<file path="src/rtl/staggered_reset_driver.sv">
// staggered_reset_driver
//
// Multi-channel reset sequencer. A start request in IDLE asserts all
// NUM_CHANNELS reset outputs for ASSERT_CYCLES cycles. The channels are then
// released either all together (mode = 0) or one at a time in ascending index
// order, STAGGER_CYCLES apart (mode = 1). A one-cycle done pulse marks the end
// of the sequence. Abort restarts the assert phase while a sequence is busy.
//
// Ports:
//   clk        rising-edge clock for all logic
//   reset      synchronous active-high reset
//   start      sequence request, sampled only in IDLE
//   mode       0 = simultaneous release, 1 = staggered; latched when start is accepted
//   abort      restart the assert phase, honoured only while busy
//   reset_out  per-channel active-high reset outputs (registered)
//   busy       sequence in progress (registered)
//   done       one-cycle completion pulse (registered)

module staggered_reset_driver #(
    parameter int NUM_CHANNELS   = 4,
    parameter int ASSERT_CYCLES  = 16,
    parameter int STAGGER_CYCLES = 8
) (
    input  logic                    clk,
    input  logic                    reset,
    input  logic                    start,
    input  logic                    mode,
    input  logic                    abort,
    output logic [NUM_CHANNELS-1:0] reset_out,
    output logic                    busy,
    output logic                    done
);

    localparam int MAX_CYCLES = (ASSERT_CYCLES > STAGGER_CYCLES) ? ASSERT_CYCLES : STAGGER_CYCLES;
    localparam int CNT_W      = $clog2(MAX_CYCLES) + 1;
    localparam int IDX_W      = $clog2(NUM_CHANNELS) + 1;

    localparam logic [CNT_W-1:0] ASSERT_LAST  = CNT_W'(ASSERT_CYCLES - 1);
    localparam logic [CNT_W-1:0] STAGGER_LAST = CNT_W'(STAGGER_CYCLES - 1);
    localparam logic [IDX_W-1:0] IDX_LAST     = IDX_W'(NUM_CHANNELS - 1);

    typedef enum logic [1:0] {
        IDLE    = 2'd0,
        ASSERT  = 2'd1,
        RELEASE = 2'd2,
        DONE    = 2'd3
    } state_t;

    state_t                  state,        state_nx;
    logic [CNT_W-1:0]        cnt,          cnt_nx;
    logic [IDX_W-1:0]        idx,          idx_nx;
    logic                    mode_q,       mode_nx;
    logic [NUM_CHANNELS-1:0] reset_out_nx;
    logic                    busy_nx;
    logic                    done_nx;

    // State and output registers; every output comes straight from a flop.
    always_ff @(posedge clk) begin
        if (reset) begin
            state     <= IDLE;
            cnt       <= '0;
            idx       <= '0;
            mode_q    <= 1'b0;
            reset_out <= '1;
            busy      <= 1'b0;
            done      <= 1'b0;
        end else begin
            state     <= state_nx;
            cnt       <= cnt_nx;
            idx       <= idx_nx;
            mode_q    <= mode_nx;
            reset_out <= reset_out_nx;
            busy      <= busy_nx;
            done      <= done_nx;
        end
    end

    // Next-state and next-output logic. Abort is checked before any release
    // so that an abort landing on a release edge leaves every bit asserted.
    always_comb begin
        state_nx     = state;
        cnt_nx       = cnt;
        idx_nx       = idx;
        mode_nx      = mode_q;
        reset_out_nx = reset_out;
        busy_nx      = busy;
        done_nx      = 1'b0;

        unique case (state)
            IDLE: begin
                busy_nx = 1'b0;
                if (start) begin
                    state_nx     = ASSERT;
                    cnt_nx       = '0;
                    idx_nx       = '0;
                    mode_nx      = mode;
                    reset_out_nx = '1;
                    busy_nx      = 1'b1;
                end
            end

            ASSERT: begin
                if (abort) begin
                    cnt_nx       = '0;
                    idx_nx       = '0;
                    reset_out_nx = '1;
                end else if (cnt == ASSERT_LAST) begin
                    // A single-channel staggered run has nothing left to stagger.
                    if (!mode_q || NUM_CHANNELS == 1) begin
                        reset_out_nx = '0;
                        state_nx     = DONE;
                        busy_nx      = 1'b0;
                        done_nx      = 1'b1;
                    end else begin
                        reset_out_nx[0] = 1'b0;
                        cnt_nx          = '0;
                        idx_nx          = IDX_W'(1);
                        state_nx        = RELEASE;
                    end
                end else begin
                    cnt_nx = cnt + CNT_W'(1);
                end
            end

            RELEASE: begin
                if (abort) begin
                    cnt_nx       = '0;
                    idx_nx       = '0;
                    reset_out_nx = '1;
                    state_nx     = ASSERT;
                end else if (cnt == STAGGER_LAST) begin
                    for (int i = 0; i < NUM_CHANNELS; i++) begin
                        if (IDX_W'(i) == idx) begin
                            reset_out_nx[i] = 1'b0;
                        end
                    end
                    cnt_nx = '0;
                    idx_nx = idx + IDX_W'(1);
                    if (idx == IDX_LAST) begin
                        state_nx = DONE;
                        busy_nx  = 1'b0;
                        done_nx  = 1'b1;
                    end
                end else begin
                    cnt_nx = cnt + CNT_W'(1);
                end
            end

            DONE: begin
                state_nx = IDLE;
                busy_nx  = 1'b0;
            end

            default: begin
                state_nx = IDLE;
            end
        endcase
    end

endmodule

</file>
<file path="config.mk">
export PLATFORM = sky130hd
export DESIGN_NAME = staggered_reset_driver
export DESIGN_NICKNAME = d
export VERILOG_FILES = /design/src/rtl/staggered_reset_driver.sv
export SDC_FILE = /design/constraint.sdc
export NUM_CORES = 1
export LEC_CHECK = 0
export CORE_MARGIN = 10
export CORE_UTILIZATION = 50
export DETAILED_ROUTE_END_ITERATION = 10
export DONT_BUFFER_PORTS = 1
export GPL_ROUTABILITY_DRIVEN = 0
export GPL_TIMING_DRIVEN = 1
export PLACE_DENSITY = 0.72
export RECOVER_POWER = 25
export SETUP_SLACK_MARGIN = 0.1
export SYNTH_ARGS = -nofsm -noshare
export SYNTH_HDL_FRONTEND = slang
export SYNTH_SLANG_ARGS = --single-unit
</file>
<file path="constraint.sdc">
create_clock -name clk -period 2.4 [get_ports clk]
set_clock_uncertainty 0.15 [all_clocks]
set_input_delay 0.72 -clock clk [delete_from_list [all_inputs] [get_ports clk]]
set_output_delay 0.72 -clock clk [all_outputs]
set_load 0.01 [all_outputs]
</file>
* Yosys cells after proc, flatten, opt, wreduce, memory -nomap -nowiden
Cells that the tools add are included.
Storage, ports and cells: register bits after elaboration 17, latch bits 0, memory bits (writable) 0, ROM bits 0, input bits 5, output and inout bits 6, logic and storage cells 98, memories kept 0
Operators by class: add/subtract/negate cells 2, multipliers 0, divide/modulo/power cells 0, $lt $le $gt $ge 0, eq/ne operators 26, shifts and indexed selects 0, mux-type cells 48, bitwise operators 0, reduce and logical (&&, ||, !) cells 12
Operators by type and width (number):
- 5-bit two-way mux | 6
- 3-bit != test, second input constant | 9
- 6-bit AND reduction | 4
- 3-bit two-way mux | 7
- 4-bit two-way mux | 5
- 1-bit two-way mux | 18
- 5-bit one-hot mux with 3 select lines | 1
- 5-bit AND reduction | 3
- 2-bit != test, second input constant | 7
- 2-bit two-way mux | 6
- 4-bit one-hot mux with 3 select lines | 1
- 3-bit one-hot mux with 3 select lines | 1
- 2-bit one-hot mux with 4 select lines | 1
- 2-bit by 3-bit == test with 1-bit output, first input constant | 2
- 5-bit by 1-bit adder with 5-bit output, second input constant | 1
- 5-bit by 3-bit == test with 1-bit output, second input constant | 1
- 5-bit by 4-bit == test with 1-bit output, second input constant | 1
- 2-bit == test, second input constant | 2
- 4-bit != test, second input constant | 1
- 1-bit one-hot mux with 4 select lines | 1
- 3-bit by 1-bit adder with 3-bit output, second input constant | 1
- 1-bit by 3-bit == test with 1-bit output, first input constant | 1
- 3-bit by 2-bit == test with 1-bit output, second input constant | 1
- 3-bit zero test | 1
- 6 further kinds | 6

* Longest topological paths before layout
Gate-level depths: netlist of run 1.
depth after elaboration 5, gate-level depth with buffers 7, mapped depth without buffers 7

* Worst setup path after synthesis of run 1
No wires, ideal clock.
kind register to register, start point reg state[1], end point reg cnt[2], arrival 1.702 ns, data required time 2.180 ns, setup slack 0.478 ns, stages on the path, launching flop included 8, buffers on the path 1, cells stage by stage dfxtp_1 -> inv_1 -> ha_1 -> or2b_1 -> buf_6 -> o311ai_4 -> or4_1 -> a21oi_1
Between the ends: word-level cells in the longest chain between the ends 3
RTL lines:
- start, declared | RTL line 49 | state_t state, state_nx;
- start signal, assigned | RTL line 68 | state <= state_nx;
- 2-bit by 1-bit == test with 1-bit output, or another cell as far along | RTL line 89 | unique case (state)
- 4-bit != test (no source line), or another cell as far along
- 3-bit AND reduction (no source line)
- end signal, assigned | RTL line 69 | cnt <= cnt_nx;
- end, declared | RTL line 50 | logic [CNT_W-1:0] cnt, cnt_nx;
Several ways; a longest one is shown, not always the timed one. A chain may end at the register's enable or synchronous reset.

* Worst setup path in the final report of run 1
Same ends and word-level chain as after synthesis.

==> qor.csv, run 1 <==
metric,value,unit
status,finished clean,
Period minus WS final,2.10,ns
CP peak stage delay,0.54,ns
full die area,4680,um2
Post-Synthesis Cells,133,
R2R Path End,cnt[2],
final total power,0.00102,W
Crit path arrival time,2.19,ns
first-pass GRT wire length,4420,um
Initial Util,0.525,
Max-cap violations,0,
drt via density,6.32,
DRT antenna net count,0,
num ports,11,
vias post-DR,1017,
initial antenna violation count,0,
"most common cell after layout, fill and taps aside",dfxtp_1,
VDD IR max,0.428,mV
worst setup path class,reg -> reg,
# nets final,151,
share of the synthesized area in the top cell type,0.290,
final hold viol count,0,
min-delay src,reset,
FF-to-FF setup slack,0.30,ns
Area growth syn-to-layout,3.74,%
vias in the first global route,990,
crit path max fanout,9,
relative slew slack,0.705,
Overflow after GRT,0,
# setup viols final,0,
Tot GR Track Use,0.121,
Area contributors post-synth,"dfxtp_1 (29%), ha_1 (13%), nand3_1 (3.8%)",
final slew viol count,0,
Die Y,68.4,um
CTS root buf,clkbuf_4,
"critical path, cell by cell","inv_1, ha_1, or2b_4, o311ai_4, or4_1, a21oi_1",
Hold Crit Depth,1,
Hold Crit Class,in -> reg,
Yosys Warn Count,0,
Mapped Nets,150,
Reg2Reg Depth,6,
DR iter-0 viols,69,
clock buffer depth,2,
CP Launch Type,flop,
Fill cells,209,
Pwr per Cell Area,840,nW/um2
kind of cell adding the most delay to the critical path,simple AND/OR/NAND/NOR gates,
most frequent cells in the layout,"dfxtp_1 (17), ha_1 (12), nand3_1 (9), inv_1 (9), a21oi_1 (8)",
CTS H-tree lvls,1,
hold_buf cts,0,
WHS Endpoint,idx[1],
final non-filler cell area,1220,um2
WP data required,2.48,ns
CP endpoint kind,flop,
#FFs+latches synth,17,
WL/cell,16.4,um
RR Startpoint,state[1],
sequential cell area fraction in the yosys report,0.290,
Clock Latency Late Sink,0.30,ns
layout cell share with drive strength beyond 1,0.0677,
Post-DP HPWL,1970,um
largest area contributor in the netlist,dfxtp_1,
Leak,0.423,nW
RSZ-0062 raised after global routing,false,
core area,2230,um2
final WL,2650,um
worst-margin pin slew,0.441,ns
Critical path buffers and inverters,1,
ys flop type,dfxtp_1,
syn avg cell area,8.81,um2
drt first pass iters,4,
antenna cells,0,
Worst-path clk slew,0.11,ns
Placed Area,1180,um2
Post-synth EDFFs,0,
CTS tree,yes,
Post-Syn Area,1170,um2
fin crit share,0.877,
Synth cell types,43,
CTS Buf Count,3,
# port buffers,0,
slowest CP cell,or4_1,
asr flop ratio synth,0,
largest net degree at the start of global routing,18,
chip width,68.4,um
Cell Rows,17,
Sink Count,17,
Fin Setup TNS,0,ns
Max Clk Rate,0.475,GHz
DRC,0,
## metrics by stage
step / util / cells / setup slack [ns] / hold WS [ns]
final: 0.545 / 161 / 0.295 / 0.320
after global routing: 0.545 / 161 / 0.110 / 0.307
after CTS: 0.543 / 161 / 0.196 / 0.319
after floorplan: - / 133 / 0.478 / 0.308
after detailed placement: 0.531 / 157 / 0.234 / 0.329
after global placement: 0.531 / 157 / 0.306 / 0.326
## Yosys cell counts (all sizes together) (2+ instances only)
library cell / number
a31oi: 3
o211ai: 3
nand3: 9
mux2i: 2
o21ai: 10
clkbuf: 3
nand3b: 2
o311ai: 2
a311oi: 3
nor2b: 3
a21o: 3
inv: 9
a21oi: 8
nor3b: 3
o32ai: 2
nand2b: 4
nor3: 3
and2b: 2
a211oi: 3
dfxtp: 17
ha: 12
nand2: 5
a41oi: 2
and3: 2
nor2: 5
## what timing repair did
item | in CTS | in global routing
setup buffers | 0 | 0
endpoints found under the setup margin | 0 | 1
resized for setup | 0 | 1
## how the worst max path moves through the flow
stage               startpoint      to  depth (start not counted)
floorplan             state[1]  cnt[2]                          7
global placement      state[1]  cnt[2]                          6
detailed placement    state[1]  cnt[2]                          6
CTS                   state[1]  cnt[2]                          6
global route          state[0]  idx[0]                          6
finish                state[1]  cnt[2]                          6
## layout make-up
| type | count | area, um2 | area share |
|---|---|---|---|
| clock inverter | 1 | 5.00 | 0.00412 |
| tap | 28 | 35.0 | 0.0288 |
| inverter | 9 | 33.8 | 0.0278 |
| sequential | 17 | 340 | 0.280 |
| multi-input combinational | 103 | 779 | 0.641 |
| clock buffer | 3 | 22.5 | 0.0185 |
## state kept, by name, indices dropped and copies added (netlist names)
name	cells
idx	3
reset_out	4
mode_q	1
state	2
done	1
busy	1
cnt	5
## metal layers
layer | up-vias | GRT usage | part of all wire
met4 | 0 | 0.0628 | 0.016
met3 | 5 | 0.0375 | 0.056
met5 | - | 0 | 0
met1 | 488 | 0.142 | 0.47
met2 | 24 | 0.191 | 0.45
li1 | 500 | - | -
## report_power, final
part / internal (W) / switching (W) / total, W
combinational: 0.000188 / 0.000283 / 0.000471
clock: 0.0000621 / 0.000100 / 0.000162
sequential: 0.000328 / 0.0000599 / 0.000388
total: 0.000578 / 0.000444 / 0.00102
## cell families (layout without fill, tap and decap cells)
logic type	after synthesis	in the layout	synth area share
muxes	2	2	0.0171
AOI/OAI and AO/OA	43	43	0.281
buffers and inverters	13	13	0.0480
and+or+nand+nor	46	46	0.236
DFF	17	17	0.290
adders and majority gates	12	12	0.128
Power figures use the tool's default switching activity.
==> run 2, diff against run 1 <==
--- a/config.mk
+++ b/config.mk
@@ -14,6 +14,7 @@
 export PLACE_DENSITY = 0.72
 export RECOVER_POWER = 25
 export SETUP_SLACK_MARGIN = 0.1
+export SKIP_CTS_REPAIR_TIMING = 1
 export SYNTH_ARGS = -nofsm -noshare
 export SYNTH_HDL_FRONTEND = slang
 export SYNTH_SLANG_ARGS = --single-unit
==> constraint.sdc (replaced) <==
create_clock -name clk -period 2.3 [get_ports clk]
set_clock_uncertainty 0.15 [all_clocks]
set_input_delay 0.69 -clock clk [delete_from_list [all_inputs] [get_ports clk]]
set_output_delay 0.69 -clock clk [all_outputs]
set_load 0.01 [all_outputs]
==> qor.csv, run 2 (synthesis gave the netlist of run 1 again) <==
metric,value,unit,change
final slew viol count,0,,unchanged
status,finished clean,,unchanged
# setup viols final,0,,unchanged
CTS tree,yes,,unchanged
Period minus WS final,2.08,ns,was 2.10 ns
"critical path, cell by cell","inv_1, ha_1, and2b_1, a211oi_2, o211ai_1, a221oi_1",,"was inv_1, ha_1, or2b_4, o311ai_4, or4_1, a21oi_1"
core area,2230,um2,unchanged
worst setup path class,reg -> reg,,unchanged
Post-DP HPWL,2060,um,was 1970 um
Sink Count,17,,unchanged
fin util,0.551,,was 0.545
Hold Crit Depth,1,,unchanged
Sw Share,0.433,,was 0.434
worst-margin pin slew,0.408,ns,was 0.441 ns
layout cell share with drive strength beyond 1,0.0815,,was 0.0677
Initial Util,0.525,,unchanged
Worst-path clk slew,0.11,ns,about the same
Switch Pwr,0.000470,W,was 0.000444 W
Fin Setup TNS,0,ns,unchanged
Cell Rows,17,,unchanged
crit path max fanout,7,,was 9
RR Startpoint,state[0],,was state[1]
final WL,2720,um,was 2650 um
combinational fraction of design power,0.475,,was 0.461
CTS root buf,clkbuf_4,,unchanged
Pwr per Cell Area,882,nW/um2,was 840 nW/um2
CTS H-tree lvls,1,,unchanged
Top reg by flops,cnt,,unchanged
Fill cells,216,,was 209
CP peak stage delay,0.39,ns,was 0.54 ns
P_int,0.000616,W,was 0.000578 W
largest net degree at the start of global routing,18,,unchanged
DRC,0,,unchanged
DRT antenna net count,0,,unchanged
Overflow after GRT,0,,unchanged
min-delay src,reset,,unchanged
vias post-DR,1029,,was 1017
"most common cell after layout, fill and taps aside",dfxtp_1,,unchanged
relative slew slack,0.727,,was 0.705
antenna cells,0,,unchanged
slowest CP cell,dfxtp_1,,was or4_1
Hold Crit Class,in -> reg,,unchanged
# nets final,153,,was 151
Area growth syn-to-layout,4.91,%,was 3.74%
num ports,11,,unchanged
Tot GR Track Use,0.125,,was 0.121
clock share of power,0.152,,was 0.159
Largest regs,"cnt (5), reset_out (4), idx (3)",,unchanged
drt via density,6.31,,was 6.32
WL/cell,16.7,um,was 16.4 um
Max Clk Rate,0.481,GHz,was 0.475 GHz
RSZ-0062 raised after global routing,false,,unchanged
Hold WS,0.299,ns,was 0.320 ns
WP data required,2.33,ns,was 2.48 ns
register share of total power,0.374,,was 0.380
vias in the first global route,997,,was 990
most frequent cells in the layout,"dfxtp_1 (17), ha_1 (11), nand3_1 (9), inv_1 (9), a21oi_1 (8)",,"was dfxtp_1 (17), ha_1 (12), nand3_1 (9), inv_1 (9), a21oi_1 (8)"
final total power,0.00109,W,was 0.00102 W
CP Launch Type,flop,,unchanged
Clock Latency Late Sink,0.29,ns,was 0.30 ns
fin crit share,0.903,,was 0.877
initial antenna violation count,0,,unchanged
DR iter-0 viols,64,,was 69
chip width,68.4,um,unchanged
Largest register FFs,5,,unchanged
Leak,0.430,nW,was 0.423 nW
VDD IR max,0.421,mV,was 0.428 mV
drt first pass iters,5,,was 4
# port buffers,0,,unchanged
Max-cap violations,0,,unchanged
clock buffer depth,2,,unchanged
Worst Setup SP,state[0],,was state[1]
CP endpoint kind,flop,,unchanged
Crit path arrival time,2.11,ns,was 2.19 ns
Reg2Reg Depth,6,,unchanged
full die area,4680,um2,unchanged
CTS Buf Count,3,,unchanged
final hold viol count,0,,unchanged
Die Y,68.4,um,unchanged
first-pass GRT wire length,4600,um,was 4420 um
## run 2: cell count changes in the layout (fill, tap and decap cells not counted)
cell    delta
buf_4      +2
ha_1       -1
or2b_4     -1
or2b_1     +1
ha_2       +1
## run 2: worst paths after layout
| path | end | slack [ns] |
|---|---|---|
| min reg2reg | cnt[0] | 0.35 |
| max reg2reg | state[0] | 0.22 |
| max | state[0] | 0.22 |
| min | cnt[2] | 0.30 |
## run 2: power groups by stage
stage	Clock [W]	Sequential, W	Combinational [W]
6_report	0.000165	0.000406	0.000515
2_1_floorplan	0	0.000397	0.000402
5_1_grt	0.000181	0.000414	0.000565
4_1_cts	0.000169	0.000406	0.000492
3_5_place_dp	0	0.000413	0.000489
3_3_place_gp	0	0.000410	0.000476
## run 2: final cells by class
| cell class | instances | area [um2] | area share |
|---|---|---|---|
| clock inverters | 1 | 5.00 | 0.00407 |
| inverters | 9 | 33.8 | 0.0275 |
| clock buffers | 3 | 22.5 | 0.0183 |
| flip-flops and latches | 17 | 340 | 0.277 |
| repair buffers | 2 | 15.0 | 0.0122 |
| multi-input cells | 103 | 778 | 0.633 |
| well taps | 28 | 35.0 | 0.0285 |
## run 2: worst max-delay path, delay by kind of cell (launching register included)
family / cells / cell delay, ns
AO/OA/AOI/OAI: 3 / 0.76
adder cells (fa/ha/maj): 1 / 0.29
buffers and inverters: 1 / 0.12
flip-flops: 1 / 0.39
AND/OR/NAND/NOR: 1 / 0.26
## run 2: metal layers
| metal | track usage | wire length, um |
|---|---|---|
| met1 | 0.151 | 1200 |
| met5 | 0 | 0 |
| met2 | 0.204 | 1340 |
| met4 | 0.0578 | 42 |
| met3 | 0.0277 | 133 |
## run 2: through the flow
stage / area, um2 / instances / setup slack, ns
after floorplan: 1170 / 133 / 0.378
after detailed placement: 1190 / 158 / 0.256
final: 1230 / 163 / 0.223
after global routing: 1230 / 163 / 0.116
after global placement: 1190 / 158 / 0.300
after CTS: 1220 / 162 / 0.220
==> run 3, diff against run 2 <==
--- a/config.mk
+++ b/config.mk
@@ -5,6 +5,7 @@
 export SDC_FILE = /design/constraint.sdc
 export NUM_CORES = 1
 export LEC_CHECK = 0
+export ABC_AREA = 1
 export CORE_MARGIN = 10
 export CORE_UTILIZATION = 50
 export DETAILED_ROUTE_END_ITERATION = 10
==> qor.csv, run 3 <==
metric,value,unit,change
first-pass GRT wire length,4420,um,was 4600 um
Post-DP HPWL,2040,um,was 2060 um
final WL,2540,um,was 2720 um
Sw Share,0.452,,was 0.433
Largest register FFs,5,,unchanged
num ports,11,,unchanged
Max-cap violations,0,,unchanged
initial antenna violation count,0,,unchanged
register share of total power,0.394,,was 0.374
Mapped Nets,200,,was 150
chip width,68.8,um,was 68.4 um
Clock Latency Late Sink,0.30,ns,was 0.29 ns
fin crit share,0.849,,was 0.903
syn avg cell area,6.50,um2,was 8.81 um2
largest net degree at the start of global routing,11,,was 18
full die area,4730,um2,was 4680 um2
layout cell share with drive strength beyond 1,0.0919,,was 0.0815
VDD IR max,0.615,mV,was 0.421 mV
largest family of logic cells by synthesized area,simple AND/OR/NAND/NOR gates,,was compound AO/OA/AOI/OAI gates
Post-Synth Simple-Gate Area,0.400,,was 0.236
"critical path, cell by cell","inv_1, ha_1, inv_1, nor2_1, o21ai_0, o21ai_0, nand2_1, nor2_1",,"was inv_1, ha_1, and2b_1, a211oi_2, o211ai_1, a221oi_1"
Cell Rows,17,,unchanged
"count leader, synth",nand2_1,,was dfxtp_1
share of the synthesized area in the top cell type,0.286,,was 0.290
WL/cell,11.9,um,was 16.7 um
Tot GR Track Use,0.120,,was 0.125
sequential cell area fraction in the yosys report,0.286,,was 0.290
RSZ-0062 raised after global routing,false,,unchanged
Sink Count,17,,unchanged
Synth Area in Adders,0.126,,was 0.128
Top reg by flops,cnt,,unchanged
relative slew slack,0.788,,was 0.727
drt first pass iters,4,,was 5
Hold WS,0.289,ns,was 0.299 ns
commonest cells in the netlist,"nand2_1 (46), nor2_1 (28), inv_1 (19), nand3_1 (19), dfxtp_1 (17)",,"was dfxtp_1 (17), ha_1 (12), inv_1 (9), nand3_1 (9), a21oi_1 (8)"
Period minus WS final,1.95,ns,was 2.08 ns
ys flop type,dfxtp_1,,unchanged
P_int,0.000576,W,was 0.000616 W
Area growth syn-to-layout,3.89,%,was 4.91%
combinational fraction of design power,0.447,,was 0.475
status,finished clean,,unchanged
Worst-path clk slew,0.11,ns,about the same
Leak,0.551,nW,was 0.430 nW
Area contributors post-synth,"dfxtp_1 (29%), nand2_1 (15%), ha_1 (13%)",,"was dfxtp_1 (29%), ha_1 (13%), nand3_1 (3.8%)"
Yosys Warn Count,0,,unchanged
CTS Buf Count,3,,unchanged
DR iter-0 viols,33,,was 64
worst-margin pin slew,0.314,ns,was 0.408 ns
antenna cells,0,,unchanged
crit path max fanout,6,,was 7
Fin Setup TNS,0,ns,unchanged
CP Launch Type,flop,,unchanged
Crit path arrival time,2.05,ns,was 2.11 ns
CP peak stage delay,0.44,ns,was 0.39 ns
Largest regs,"cnt (5), reset_out (4), idx (3)",,unchanged
vias post-DR,1110,,was 1029
DRT antenna net count,0,,unchanged
# nets final,203,,was 153
final total power,0.00105,W,was 0.00109 W
clock buffer depth,2,,unchanged
most frequent cells in the layout,"nand2_1 (46), nor2_1 (28), nand3_1 (19), inv_1 (19), dfxtp_1 (17)",,"was dfxtp_1 (17), ha_1 (11), nand3_1 (9), inv_1 (9), a21oi_1 (8)"
WP data required,2.39,ns,was 2.33 ns
kind of cell adding the most delay to the critical path,flip-flops,,was compound AO/OA/AOI/OAI gates
"most common cell after layout, fill and taps aside",nand2_1,,was dfxtp_1
Post-Syn Area,1190,um2,was 1170 um2
DRC,0,,unchanged
Pwr per Cell Area,850,nW/um2,was 882 nW/um2
Synth cell types,23,,was 43
Hold Crit Class,in -> reg,,unchanged
Die Y,68.8,um,was 68.4 um
drt via density,5.21,,was 6.31
Initial Util,0.532,,was 0.525
Cells after DPL,209,,was 158
CP endpoint kind,flop,,unchanged
CTS root buf,clkbuf_4,,unchanged
CTS tree,yes,,unchanged
# port buffers,0,,unchanged
final hold viol count,0,,unchanged
final slew viol count,0,,unchanged
post-synthesis mux area share,0,,was 0.0171
# setup viols final,0,,unchanged
Post-synth EDFFs,0,,unchanged
xor/xnor share of the synthesized area,0,,unchanged
fin util,0.553,,was 0.551
#FFs+latches synth,17,,unchanged
Overflow after GRT,0,,unchanged
core area,2230,um2,unchanged
Synth Area in Compound Gates,0.0884,,was 0.281
slowest CP cell,dfxtp_1,,unchanged
Max Clk Rate,0.512,GHz,was 0.481 GHz
worst setup path class,reg -> reg,,unchanged
asr flop ratio synth,0,,unchanged
final std cells w/o fill,213,,was 163
Post-Synthesis Cells,183,,was 133
Switch Pwr,0.000474,W,was 0.000470 W
largest area contributor in the netlist,dfxtp_1,,unchanged
vias in the first global route,1014,,was 997
clock share of power,0.159,,was 0.152
Critical path buffers and inverters,2,,was 1
CTS H-tree lvls,1,,unchanged
[run 3: changes by cell type after synthesis, sizes merged, moves of 4 or more]
cell / previous run / this run
nand2: 5 / 52
nand3: 9 / 19
nor2: 5 / 29
inv: 9 / 23
nand4: 1 / 5
nand2b: 4 / 0
[run 3: cell families (layout without fill, tap and decap cells)]
group                      after synthesis  count (layout)
and+or+nand+nor                        107             107
buffers and inverters                   27              29
AOI/OAI and AO/OA                       20              20
DFF                                     17              17
adders and majority gates               12              12
[run 3: power groups by stage]
stage          clock [W]  sequential [W]  combinational, W
2_1_floorplan          0        0.000407          0.000395
3_5_place_dp           0        0.000422          0.000468
4_1_cts         0.000176        0.000415          0.000469
5_1_grt         0.000187        0.000420          0.000547
6_report        0.000167        0.000413          0.000470
3_3_place_gp           0        0.000420          0.000452
[run 3: cell type report]
cell class / instances / area, um2
Tap cell: 28 / 35.0
Clock inverter: 1 / 5.00
Sequential cell: 17 / 340
Clock buffer: 3 / 22.5
Inverter: 25 / 101
Multi-Input combinational cell: 139 / 731
Fill cell: 228 / 998
[run 3: metal layers]
metal	track usage	wire length, um
met1	0.137	1140
met5	0	0
met2	0.217	1240
met3	0.0209	106
met4	0.0443	43
[run 3: metrics by stage]
| stage | instance area (um2) | worst slack (ns) |
|---|---|---|
| floorplan | 1190 | 0.676 |
| global placement | 1210 | 0.509 |
| detailed placement | 1210 | 0.414 |
| CTS | 1230 | 0.384 |
| global route | 1230 | 0.196 |
| finish | 1230 | 0.348 |
[run 3: path summary, 6_finish.rpt]
| kind | startpoint | endpoint | slack [ns] | cells after the start |
|---|---|---|---|---|
| worst max-delay path | state[0] | cnt[2] | 0.35 | 8 |
| worst min-delay path | reset | idx[0] | 0.29 | 1 |
| worst max register to register | state[0] | cnt[2] | 0.35 | 8 |
| worst min register to register | idx[2] | idx[2] | 0.32 | 2 |
